==> config.mk <==
export PLATFORM = sky130hd
export DESIGN_NAME = vp_iqueue_fifo_fwft
export DESIGN_NICKNAME = d
export VERILOG_FILES = /design/src/rtl/vp_iqueue_fifo_fwft.sv
export SDC_FILE = /design/constraint.sdc
export NUM_CORES = 1
export LEC_CHECK = 0
export BUFFER_PORTS_ARGS = -buffer_cell sky130_fd_sc_hd__buf_2
export CAP_MARGIN = 25
export CELL_PAD_IN_SITES_DETAIL_PLACEMENT = 0
export CELL_PAD_IN_SITES_GLOBAL_PLACEMENT = 2
export CORE_ASPECT_RATIO = 1.5
export CORE_MARGIN = 10
export CORE_UTILIZATION = 50
export DETAILED_ROUTE_END_ITERATION = 6
export GPL_TIMING_DRIVEN = 0
export PLACE_DENSITY = 0.78
export SYNTH_ARGS = -nofsm -noshare
export SYNTH_HDL_FRONTEND = slang
export SYNTH_SLANG_ARGS = --single-unit
==> constraint.sdc <==
create_clock -name clk -period 6.4 [get_ports clk]
set_clock_uncertainty 0.2 [all_clocks]
set_input_delay 0.96 -clock clk [delete_from_list [all_inputs] [get_ports clk]]
set_output_delay 0.96 -clock clk [all_outputs]
set_load 0.1 [all_outputs]
==> src/rtl/vp_iqueue_fifo_fwft.sv <==
// vp_iqueue_fifo_fwft: first-word-fall-through instruction queue over a sync-write/async-read RAM.
// Optional feature macro VP_IQUEUE_PEEK_EN adds a head+1 peek port (nxt_valid/nxt_data).
`ifndef COE_WIDTH
`define COE_WIDTH 32
`endif
`ifndef IQUEUE_DEPTH
`define IQUEUE_DEPTH 16
`endif

module vp_iqueue_fifo_fwft #(
   parameter int DWIDTH   = `COE_WIDTH,
   parameter int DEPTH    = `IQUEUE_DEPTH,
   parameter int AWIDTH   = $clog2(DEPTH),
   parameter int AFULL_TH = DEPTH - 2
) (
   input  logic              clk,
   input  logic              rst_n,
   input  logic              flush,
   input  logic              in_valid,
   output logic              in_ready,
   input  logic [DWIDTH-1:0] in_data,
   output logic              out_valid,
   input  logic              out_ready,
   output logic [DWIDTH-1:0] out_data,
   output logic [AWIDTH:0]   count,
   output logic              almost_full
`ifdef VP_IQUEUE_PEEK_EN
   ,
   output logic              nxt_valid,
   output logic [DWIDTH-1:0] nxt_data
`endif
);

   localparam logic [AWIDTH:0]   FULL_CNT  = (AWIDTH+1)'(DEPTH);
   localparam logic [AWIDTH:0]   AFULL_CNT = (AWIDTH+1)'(AFULL_TH);
   localparam logic [AWIDTH-1:0] LAST_PTR  = AWIDTH'(DEPTH - 1);

   logic [DWIDTH-1:0] ram_q [DEPTH];

   logic [AWIDTH-1:0] wr_ptr_q, wr_ptr_d;
   logic [AWIDTH-1:0] rd_ptr_q, rd_ptr_d;
   logic [AWIDTH:0]   cnt_q, cnt_d;
   logic              afull_q, afull_d;
   logic              push_s, pop_s, ram_wr_s;

   // Explicit wrap at DEPTH-1 so non-power-of-two depths index only real entries.
   function automatic logic [AWIDTH-1:0] ptr_inc(input logic [AWIDTH-1:0] ptr);
      logic [AWIDTH-1:0] nxt;
      if (ptr == LAST_PTR) begin
         nxt = '0;
      end else begin
         nxt = ptr + AWIDTH'(1);
      end
      return nxt;
   endfunction

   // Handshakes derive only from registered occupancy (and rst_n for in_ready).
   always_comb begin
      in_ready  = rst_n & (cnt_q != FULL_CNT);
      out_valid = (cnt_q != '0);
      push_s    = in_valid & in_ready;
      pop_s     = out_valid & out_ready;
      ram_wr_s  = push_s & ~flush;
   end

   // Next-state for pointers, occupancy and the registered almost-full flag.
   always_comb begin
      wr_ptr_d = wr_ptr_q;
      rd_ptr_d = rd_ptr_q;
      cnt_d    = cnt_q;
      if (flush) begin
         wr_ptr_d = '0;
         rd_ptr_d = '0;
         cnt_d    = '0;
      end else begin
         if (push_s) begin
            wr_ptr_d = ptr_inc(wr_ptr_q);
         end else begin
            wr_ptr_d = wr_ptr_q;
         end
         if (pop_s) begin
            rd_ptr_d = ptr_inc(rd_ptr_q);
         end else begin
            rd_ptr_d = rd_ptr_q;
         end
         case ({push_s, pop_s})
            2'b10:   cnt_d = cnt_q + (AWIDTH+1)'(1);
            2'b01:   cnt_d = cnt_q - (AWIDTH+1)'(1);
            default: cnt_d = cnt_q;
         endcase
      end
      afull_d = (cnt_d >= AFULL_CNT);
   end

   // State registers with synchronous active-low reset.
   always_ff @(posedge clk) begin
      if (!rst_n) begin
         wr_ptr_q <= '0;
         rd_ptr_q <= '0;
         cnt_q    <= '0;
         afull_q  <= 1'b0;
      end else begin
         wr_ptr_q <= wr_ptr_d;
         rd_ptr_q <= rd_ptr_d;
         cnt_q    <= cnt_d;
         afull_q  <= afull_d;
      end
   end

   // Storage array: written on accepted pushes, never reset or cleared.
   always_ff @(posedge clk) begin
      if (ram_wr_s) begin
         ram_q[wr_ptr_q] <= in_data;
      end
   end

   always_comb begin
      out_data    = ram_q[rd_ptr_q];
      count       = cnt_q;
      almost_full = afull_q;
   end

`ifdef VP_IQUEUE_PEEK_EN
   // Second read port lets decode look one instruction ahead.
   always_comb begin
      nxt_data  = ram_q[ptr_inc(rd_ptr_q)];
      nxt_valid = (cnt_q >= (AWIDTH+1)'(2));
   end
`endif

endmodule

=== After elaboration in Yosys (flattened, before gate mapping) ===
Memories as Yosys holds them, arrays and structs flattened. A register that Yosys moved wholly into a read port is not among the register bits.
Cells that the tools add are included.

* Bits in writable memories: 512
* Word-level logic and storage cells: 31
* Memories kept: 1
* Bits of input ports: 37
* Flip-flop bits (word level): 14

* Magnitude comparators: 1
* Bitwise operators: 6
* Add/subtract/negate cells: 4
* Equality and inequality tests: 5
* Reductions and logical operators: 2
* Multiplexer cells: 8

{| class="wikitable"
|+ Memories
! memory !! depth !! bits a word !! rd ports !! clocked after memory_dff !! wr ports !! line !! RTL
|-
| ram_q || 16 || 32 || 1 || 1 || 1 || 38 || <nowiki>logic [DWIDTH-1:0] ram_q [DEPTH];</nowiki>
|}

{| class="wikitable"
|+ Operators by type and width
! kind !! count
|-
| 4-bit 2-to-1 mux || 4
|-
| 5-bit one-hot mux with 2 select lines || 1
|-
| 4-bit by 1-bit adder with 4-bit output, second input constant || 2
|-
| 4-bit equality test, second input constant || 2
|-
| 5-bit by 1-bit adder with 5-bit output, second input constant || 1
|-
| 5-bit by 4-bit greater-or-equal comparator with 1-bit output, second input constant || 1
|-
| 5-bit 2-to-1 mux || 1
|-
| 5-bit inequality test, second input constant || 1
|-
| 5-bit nonzero test || 1
|-
| 5-bit by 1-bit subtractor with 5-bit output, second input constant || 1
|-
| 1-bit bitwise AND || 4
|-
| 2-bit by 1-bit equality test with 1-bit output, second input constant || 1
|-
| 2-bit equality test, second input constant || 1
|-
| 1-bit 2-to-1 mux || 2
|-
| 1-bit inverter || 2
|-
| 2-bit OR reduction || 1
|}

=== Depth between registers and ports, before layout ===
Gate-level depths: netlist (run 1).

* Word-level depth: 7
* Depth in mapped cells: 11

=== Worst setup path after synthesis (run 1) ===
No wires, ideal clock.

* Kind: flip-flop to flip-flop
* Start: reg cnt_q[0] (netlist: count[0])
* End: mem ram_q[15][0] in the netlist's numbering, enable pin
* Path buffers: 1
* Stages on the path, launching flop included: 5
* Required time: 5.698 ns
* Arrival: 4.605 ns
* Slack: 1.094 ns
* Library setup time: 0.502 ns
* Path through: dfxtp_1 -> or4_1 -> o211ai_1 -> buf_2 -> nor4_1

* Cells in the longest elaborated chain, start to end: 6

{| class="wikitable"
|+ RTL lines
! what !! line !! RTL
|-
| start: declaration || 42 || <nowiki>logic [AWIDTH:0] cnt_q, cnt_d;</nowiki>
|-
| start signal: assignment || 105 || <nowiki>cnt_q <= cnt_d;</nowiki>
|-
| 5-bit inequality test || 59 || <nowiki>in_ready = rst_n & (cnt_q != FULL_CNT);</nowiki>
|-
| 1-bit bitwise AND || 59 ||
|-
| 1-bit bitwise AND || 61 || <nowiki>push_s = in_valid & in_ready;</nowiki>
|-
| 1-bit bitwise AND || 63 || <nowiki>ram_wr_s = push_s & ~flush;</nowiki>
|-
| 1-bit 2-to-1 mux || 112 || <nowiki>if (ram_wr_s) begin</nowiki>
|-
| 1-bit 2-to-1 mux (not written as such) || 113 || <nowiki>ram_q[wr_ptr_q] <= in_data;</nowiki>
|-
| end: declaration || 38 ||
|}

No other way between the ends.

==> metrics.md, run 1 <==
| Metric | Value |
|---|---|
| Status | finished clean |
| Wirelength per Cell | 28.1 um |
| Yosys top cell by area | edfxtp_1 |
| PostCTS Resize Cnt | 0 |
| TritonRoute pass-1 iters | 5 |
| Arrival time of the worst setup path | 3.55 ns |
| Hold Crit Endpoint | rd_ptr_q[3]$_SDFFE_PP0N_ |
| Avg Cell Area, Syn | 24.5 um2 |
| Pins Over Slew Limit | 0 |
| CTS H-Tree Depth | 2 |
| VDD IR max | 0.163 mV |
| CTS tree | yes |
| Final core occ | 58.0% |
| Crit path time final | 4.71 ns |
| Crit-path max FO | 10 |
| Hold Path Origin | rd_ptr_q[3]$_SDFFE_PP0N_ |
| GRT Total Usage | 18.0% |
| Crit end category | primary output |
| Worst-Margin Slew | 1.02 ns |
| DP Wirelength | 27.2 mm |
| Final WL | 42.9 mm |
| Final net count | 1035 |
| Syn Inst Count | 827 |
| Cts bufs inserted | 47 |
| #FFs+latches synth | 530 |
| Synth top area share | 76.0% |
| Syn Std Cell Area | 20200 um2 |
| Dpl cells | 1445 |
| Max-Cap Viols | 0 |
| Initial DRC count | 768 |
| Syn-to-layout area delta | 14.9% |
| Congestion Overflow GR | 0 |
| DRT antenna net count | 0 |
| Post-synth EDFFs | 512 |
| Reg2reg path depth | 11 |
| Io pins | 77 |
| Post-Syn Nets | 874 |
| Root buf cell | clkbuf_16 |
| Postcts setup bufs | 0 |
| Via count | 9150 |
| Routability Congestion | 0.716 |
| Vias per cell | 5.99 |
| Die Y | 266 um |
| FP Rows | 90 |
| Top FF cell, synth | edfxtp_1 |
| Worst reg2reg setup slack | 2.63 ns |
| Worst Path Required | 5.24 ns |
| Synth async-reset ratio | 0% |
| Rel. slew slack | 32.1% |
| Min-delay worst type | reg -> reg |
| DRC violations left | 0 |
| Final WS setup | 1.69 ns |
| Seq/Total Area, Yosys | 77.8% |
| Die area | 49100 um2 |
| # clock sinks | 530 |
| WS Path Type | reg -> out |
| Area contributors post-synth | edfxtp_1 76%, mux4_2 17%, dfxtp_1 1.8%, mux4_1 0.65%, ha_1 0.56% |
| Clk slew on worst S/H paths | 0.06 ns |
| Final Cycle Share | 73.6% |
| Final Non-Filler Cells | 1527 |
| Power per standard cell area | 287 nW/um2 |
| Pre-CTS setup slack | 2.24 ns |
| Hold Path Depth | 2 |
| Die width | 184 um |
| Number of global-route vias before repair | 9933 |
| Max Fclk | 0.212 GHz |
| Reg2reg end | almost_full$_SDFF_PN0_ |
| First-pass GRT wire length | 64.4 mm |
| Worst-Skew Late Latency | 0.55 ns |
| Initial antenna violation count | 1 |
| Layout cells sized above 1 | 35.8% |
| Core Region | 40100 um2 |
| Final setup violation count | 0 |
| Final hold viol count | 0 |
| RSZ-0062 raised after global routing | false |
| RR Startpoint | count[0]$_SDFF_PN0_ |
| Worst setup SP type | flip-flop |
| PortBufs | 76 |
| Initial Util | 50.4% |
| Hold buffers post-CTS | 0 |
| Largest net degree at the start of global routing | 22 |
| Static leakage | 7.19 nW |
| Netlist cell types | 39 |
| # diodes | 0 |
| Ys Warns | 0 |
| CTS Buffer Depth | 3 |
-- metal layers --
layer | track usage [%] | share of wire, % | vias to the layer above | routed length [um]
li1 | - | - | 3870 | -
met1 | 23.5 | 40 | 4925 | 17000
met2 | 30.4 | 52 | 283 | 22400
met3 | 3.21 | 5.6 | 70 | 2420
met4 | 5.33 | 2.4 | 2 | 1030
met5 | 0 | 0.042 | - | 18
-- stage by stage --
stage | total power [mW] | hold slack (ns) | cell area [um2] | TNS, ns
global route | 6.88 | 0.354 | 23200 | 0
detailed placement | 4.10 | 0.305 | 21800 | 0
global placement | 4.09 | 0.293 | 21200 | -242.62
finish | 6.68 | 0.317 | 23200 | 0
floorplan | 4.02 | 0.272 | 20200 | 0
CTS | 6.73 | 0.315 | 23200 | 0
-- registers in the layout, summed over array words and instances (netlist names), named ones only --
name and count:
ram_q 512, count 5, wr_ptr_q 4, rd_ptr_q 4, almost_full 1
-- placed cells by master, fill, tap and decap left out, types with 3 or more instances in the layout --
cell	synthesis	routed
mux4_2	155	155
clkinvlp_4	0	4
and2_2	0	7
ha_1	9	9
nand2_1	7	7
xor2_1	4	4
buf_12	0	11
inv_1	7	7
clkinv_2	0	5
o21ai_0	3	3
buf_1	4	4
mux2i_1	4	4
nor3b_2	0	3
clkbuf_16	0	49
and3_2	0	4
mux4_1	5	5
edfxtp_1	512	512
buf_6	4	13
nor2_1	17	17
buf_8	0	11
buf_4	10	15
dfxtp_1	18	18
clkbuf_1	19	27
a21oi_1	8	8
clkinv_1	0	12
buf_2	1	77
-- logic make-up (layout without fill, tap and decap cells) --
logic type               after synthesis  count (layout)  synth area share, %
AO/OA/AOI/OAI                         18              18                0.557
XOR/XNOR                               5               5                0.217
adder cells (fa/ha/maj)               10              10                0.656
buffers and inverters                 46             240                 1.20
flip-flops                           530             530                 77.8
multiplexers                         166             166                 18.2
AND/OR/NAND/NOR                       52              52                 1.34
-- layout make-up --
| cell class | count | area (um2) |
|---|---|---|
| buffer | 39 | 216 |
| clock buffer | 57 | 1260 |
| clock inverter | 25 | 178 |
| fill | 2899 | 16900 |
| inverter | 7 | 26.3 |
| multi-input combinational | 251 | 4290 |
| sequential | 530 | 15700 |
| tap | 506 | 633 |
| timing repair buffer | 112 | 905 |
-- critical path, cell delays in order, from the launching register on --
cell,delay [ns]
dfxtp_1,0.32
clkbuf_1,0.54
clkbuf_1,0.83
mux4_2,0.45
mux4_2,0.54
buf_2,0.32
-- synthesized netlist by cell type (4+ instances only) --
| library cell | number |
|---|---|
| edfxtp_1 | 512 |
| mux4_2 | 155 |
| clkbuf_1 | 19 |
| dfxtp_1 | 18 |
| nor2_1 | 17 |
| buf_4 | 10 |
| ha_1 | 9 |
| a21oi_1 | 8 |
| and2_1 | 7 |
| inv_1 | 7 |
| nand2_1 | 7 |
| and3_1 | 5 |
| mux4_1 | 5 |
| buf_1 | 4 |
| buf_6 | 4 |
| mux2i_1 | 4 |
| xor2_1 | 4 |
-- how the worst max path moves through the flow --
stage | start | to | slack (ns) | depth (start not counted)
global route | flip-flop | out_data[23] | 1.61 | 5
CTS | flip-flop | out_data[23] | 1.65 | 5
floorplan | count[0]$_SDFF_PN0_ | ram_q[15][0]$_DFFE_PP_ | 1.09 | 4
finish | flip-flop | out_data[23] | 1.69 | 5
global placement | rst_n | ram_q[15][8]$_DFFE_PP_ | -2.67 | 4
detailed placement | flip-flop | out_data[23] | 2.24 | 5
-- report_power, final --
group          switching, mW  leakage [nW]  internal, mW
registers            0.00309          4.75          3.81
logic                  0.152          1.75        0.0557
clock network           1.19         0.689          1.47
Power figures use the tool's default switching activity.
==> inputs of run 2 (changes only) <==
--- a/config.mk
+++ b/config.mk
@@ -11,10 +11,10 @@
 export CELL_PAD_IN_SITES_GLOBAL_PLACEMENT = 2
 export CORE_ASPECT_RATIO = 1.5
 export CORE_MARGIN = 10
-export CORE_UTILIZATION = 50
+export CORE_UTILIZATION = 45
 export DETAILED_ROUTE_END_ITERATION = 6
 export GPL_TIMING_DRIVEN = 0
-export PLACE_DENSITY = 0.78
+export PLACE_DENSITY = 0.74
 export SYNTH_ARGS = -nofsm -noshare
 export SYNTH_HDL_FRONTEND = slang
 export SYNTH_SLANG_ARGS = --single-unit
==> constraint.sdc (replaced) <==
create_clock -name clk -period 4.2 [get_ports clk]
set_clock_uncertainty 0.2 [all_clocks]
set_input_delay 0.63 -clock clk [delete_from_list [all_inputs] [get_ports clk]]
set_output_delay 0.63 -clock clk [all_outputs]
set_load 0.1 [all_outputs]
==> run 2 against run 1 <==
Hold slack lost 0.17 ns. Setup slack worse by 1.5 ns. Design area rose by 0.54%. Critical path depth is the same. Global-route usage is 1.8 points lower. Die area grew 10%. Non-clock buffer count down 3. Final cell count grew 5.1%. Core utilization down 5.7 points. Critical path type unchanged.
==> metrics.md, run 2 (synthesized netlist as in run 1, its figures left out) <==
| Metric | Value |
|---|---|
| Worst Path Required | 3.37 ns (was 5.24 ns) |
| Postcts setup bufs | 0 (unchanged) |
| PortBufs | 76 (unchanged) |
| Cts bufs inserted | 47 (unchanged) |
| Placed instance area | 21900 um2 (was 21800 um2) |
| Worst setup SP type | flip-flop (unchanged) |
| Worst-Margin Slew | 1.04 ns (was 1.02 ns) |
| Die area | 54000 um2 (was 49100 um2) |
| Worst-Skew Late Latency | 0.56 ns (was 0.55 ns) |
| Finished Cell Area | 23400 um2 (was 23200 um2) |
| Layout cells sized above 1 | 36.9% (was 35.8%) |
| Dpl cells | 1518 (was 1445) |
| Fillcell total | 3538 (was 2899) |
| FP Rows | 95 (was 90) |
| Vias per cell | 5.64 (was 5.99) |
| Clock power frac | 40.5% (was 39.8%) |
| Sw Pwr | 2.11 mW (was 1.34 mW) |
| # diodes | 0 (unchanged) |
| RSZ-0062 raised after global routing | false (unchanged) |
| Initial antenna violation count | 2 (was 1) |
| # clock sinks | 530 (unchanged) |
| DRT antenna net count | 0 (unchanged) |
| Core Region | 44700 um2 (was 40100 um2) |
| Final net count | 1032 (was 1035) |
| Clk slew on worst S/H paths | 0.06 ns (about the same) |
| GRT Total Usage | 16.2% (was 18.0%) |
| Logic pwr share | 3.1% (about the same) |
| Min-delay worst type | in -> reg (was reg -> reg) |
| Number of global-route vias before repair | 9817 (was 9933) |
| WS Path Type | reg -> out (unchanged) |
| CTS Buffer Depth | 3 (unchanged) |
| Via count | 9059 (was 9150) |
| PostCTS Resize Cnt | 10 (was 0) |
| First-pass GRT wire length | 64.1 mm (was 64.4 mm) |
| CTS tree | yes (unchanged) |
| Largest net degree at the start of global routing | 23 (was 22) |
| VDD IR max | 0.282 mV (was 0.163 mV) |
| Most common cell after layout, fill and taps aside | edfxtp_1 (unchanged) |
| Largest register by flop count | ram_q (unchanged) |
| Pins Over Slew Limit | 0 (unchanged) |
| Final WL | 43.2 mm (was 42.9 mm) |
| Sequential power share | 56.5% (was 57.1%) |
| Final hold viol count | 0 (unchanged) |
| Congestion Overflow GR | 0 (unchanged) |
| Sw frac | 20.5% (was 20.1%) |
| Max Fclk | 0.252 GHz |
| Max-Cap Viols | 0 (unchanged) |
| TritonRoute pass-1 iters | 5 (unchanged) |
| Crit path time final | 3.97 ns |
| Hold buffers post-CTS | 0 (unchanged) |
| DRC violations left | 0 (unchanged) |
| Syn-to-layout area delta | 15.5% (was 14.9%) |
| Static leakage | 7.25 nW (was 7.19 nW) |
| Root buf cell | clkbuf_16 (unchanged) |
| Largest register FFs | 512 (unchanged) |
| Die width | 193 um (was 184 um) |
| Final Cycle Share | 94.6% |
| Io pins | 77 (unchanged) |
| Final Non-Filler Cells | 1605 (was 1527) |
| Initial DRC count | 627 (was 768) |
| Crit-path max FO | 10 (unchanged) |
| CTS H-Tree Depth | 2 (unchanged) |
| Rel. slew slack | 30.0% (was 32.1%) |
| Status | finished clean (unchanged) |
| Power Internal | 8.18 mW (was 5.34 mW) |
| Crit end category | primary output (unchanged) |
| Initial Util | 45.2% (was 50.4%) |
| Final setup violation count | 0 (unchanged) |
| Die Y | 280 um (was 266 um) |
| Most frequent cells in the layout | 512 x edfxtp_1, 155 x mux4_2, 77 x buf_2, 48 x clkbuf_16, 21 x buf_6 (was 512 x edfxtp_1, 155 x mux4_2, 77 x buf_2, 49 x clkbuf_16, 27 x clkbuf_1) |
| Routability Congestion | 0.701 (was 0.716) |
| Wirelength per Cell | 26.9 um (was 28.1 um) |
| Power per standard cell area | 440 nW/um2 (was 287 nW/um2) |
| Arrival time of the worst setup path | 3.14 ns (was 3.55 ns) |
| DP Wirelength | 27.4 mm (was 27.2 mm) |
-- run 2: cell count changes in the layout (fill, tap and decap cells not counted), moves of 3 or more --
cell | previous run | this run
buf_4 | 15 | 10
buf_6 | 13 | 21
buf_8 | 11 | 5
clkbuf_1 | 27 | 20
clkbuf_2 | 1 | 9
clkinv_2 | 5 | 10
clkinvlp_4 | 4 | 1
-- run 2: power by group through the flow --
stage / clock (mW) / sequential, mW / combinational, mW
after detailed placement: 0 / 5.92 / 0.324
after floorplan: 0 / 5.93 / 0.188
after CTS: 4.25 / 5.81 / 0.324
final: 4.16 / 5.81 / 0.318
after global placement: 0 / 5.92 / 0.309
after global routing: 4.42 / 5.80 / 0.340
-- run 2: area by class of cell --
type,instances,area (um2),share of cell area [%]
clock inverters,30,240,1.03
multi-input cells,251,4290,18.4
repair buffers,109,867,3.71
clock buffers,57,1230,5.29
well taps,582,728,3.12
plain buffers,39,234,1.00
inverters,7,26.3,0.112
flip-flops and latches,530,15700,67.4
-- run 2: final timing paths --
path / startpoint / end / slack (ns) / cells past startpoint
setup reg to reg: count[0]$_SDFF_PN0_ / almost_full$_SDFF_PN0_ / 0.49 / 11
setup / recovery: flip-flop / out_data[21] / 0.23 / 5
hold / removal: in_valid / wr_ptr_q[0]$_SDFFE_PP0P_ / 0.15 / 3
hold reg to reg: wr_ptr_q[0]$_SDFFE_PP0P_ / wr_ptr_q[0]$_SDFFE_PP0P_ / 0.31 / 2
-- run 2: stage by stage --
stage | setup TNS [ns] | worst slack [ns] | total power [mW] | util, % | hold WS (ns)
global route | 0 | 0.127 | 10.6 | 52.3 | 0.142
floorplan | -67.37 | -0.579 | 6.12 | - | 0.272
detailed placement | 0 | 0.422 | 6.25 | 48.9 | 0.310
global placement | -448.93 | -3.27 | 6.23 | 47.7 | 0.299
CTS | 0 | 0.183 | 10.4 | 52.3 | 0.118
finish | 0 | 0.226 | 10.3 | 52.3 | 0.149
-- run 2: routing by layer --
layer	track usage [%]	wire (um)	up-vias
met5	0	23	-
met4	4.45	860	4
met3	2.79	1990	64
met2	27.8	22900	211
met1	20.8	17400	4903
li1	-	-	3877
-- run 2: worst max-delay path: stages (launching register included) --
cell      delay, ns
dfxtp_1        0.33
clkbuf_1       0.53
clkbuf_2       0.49
mux4_2         0.38
mux4_2         0.53
buf_2          0.32
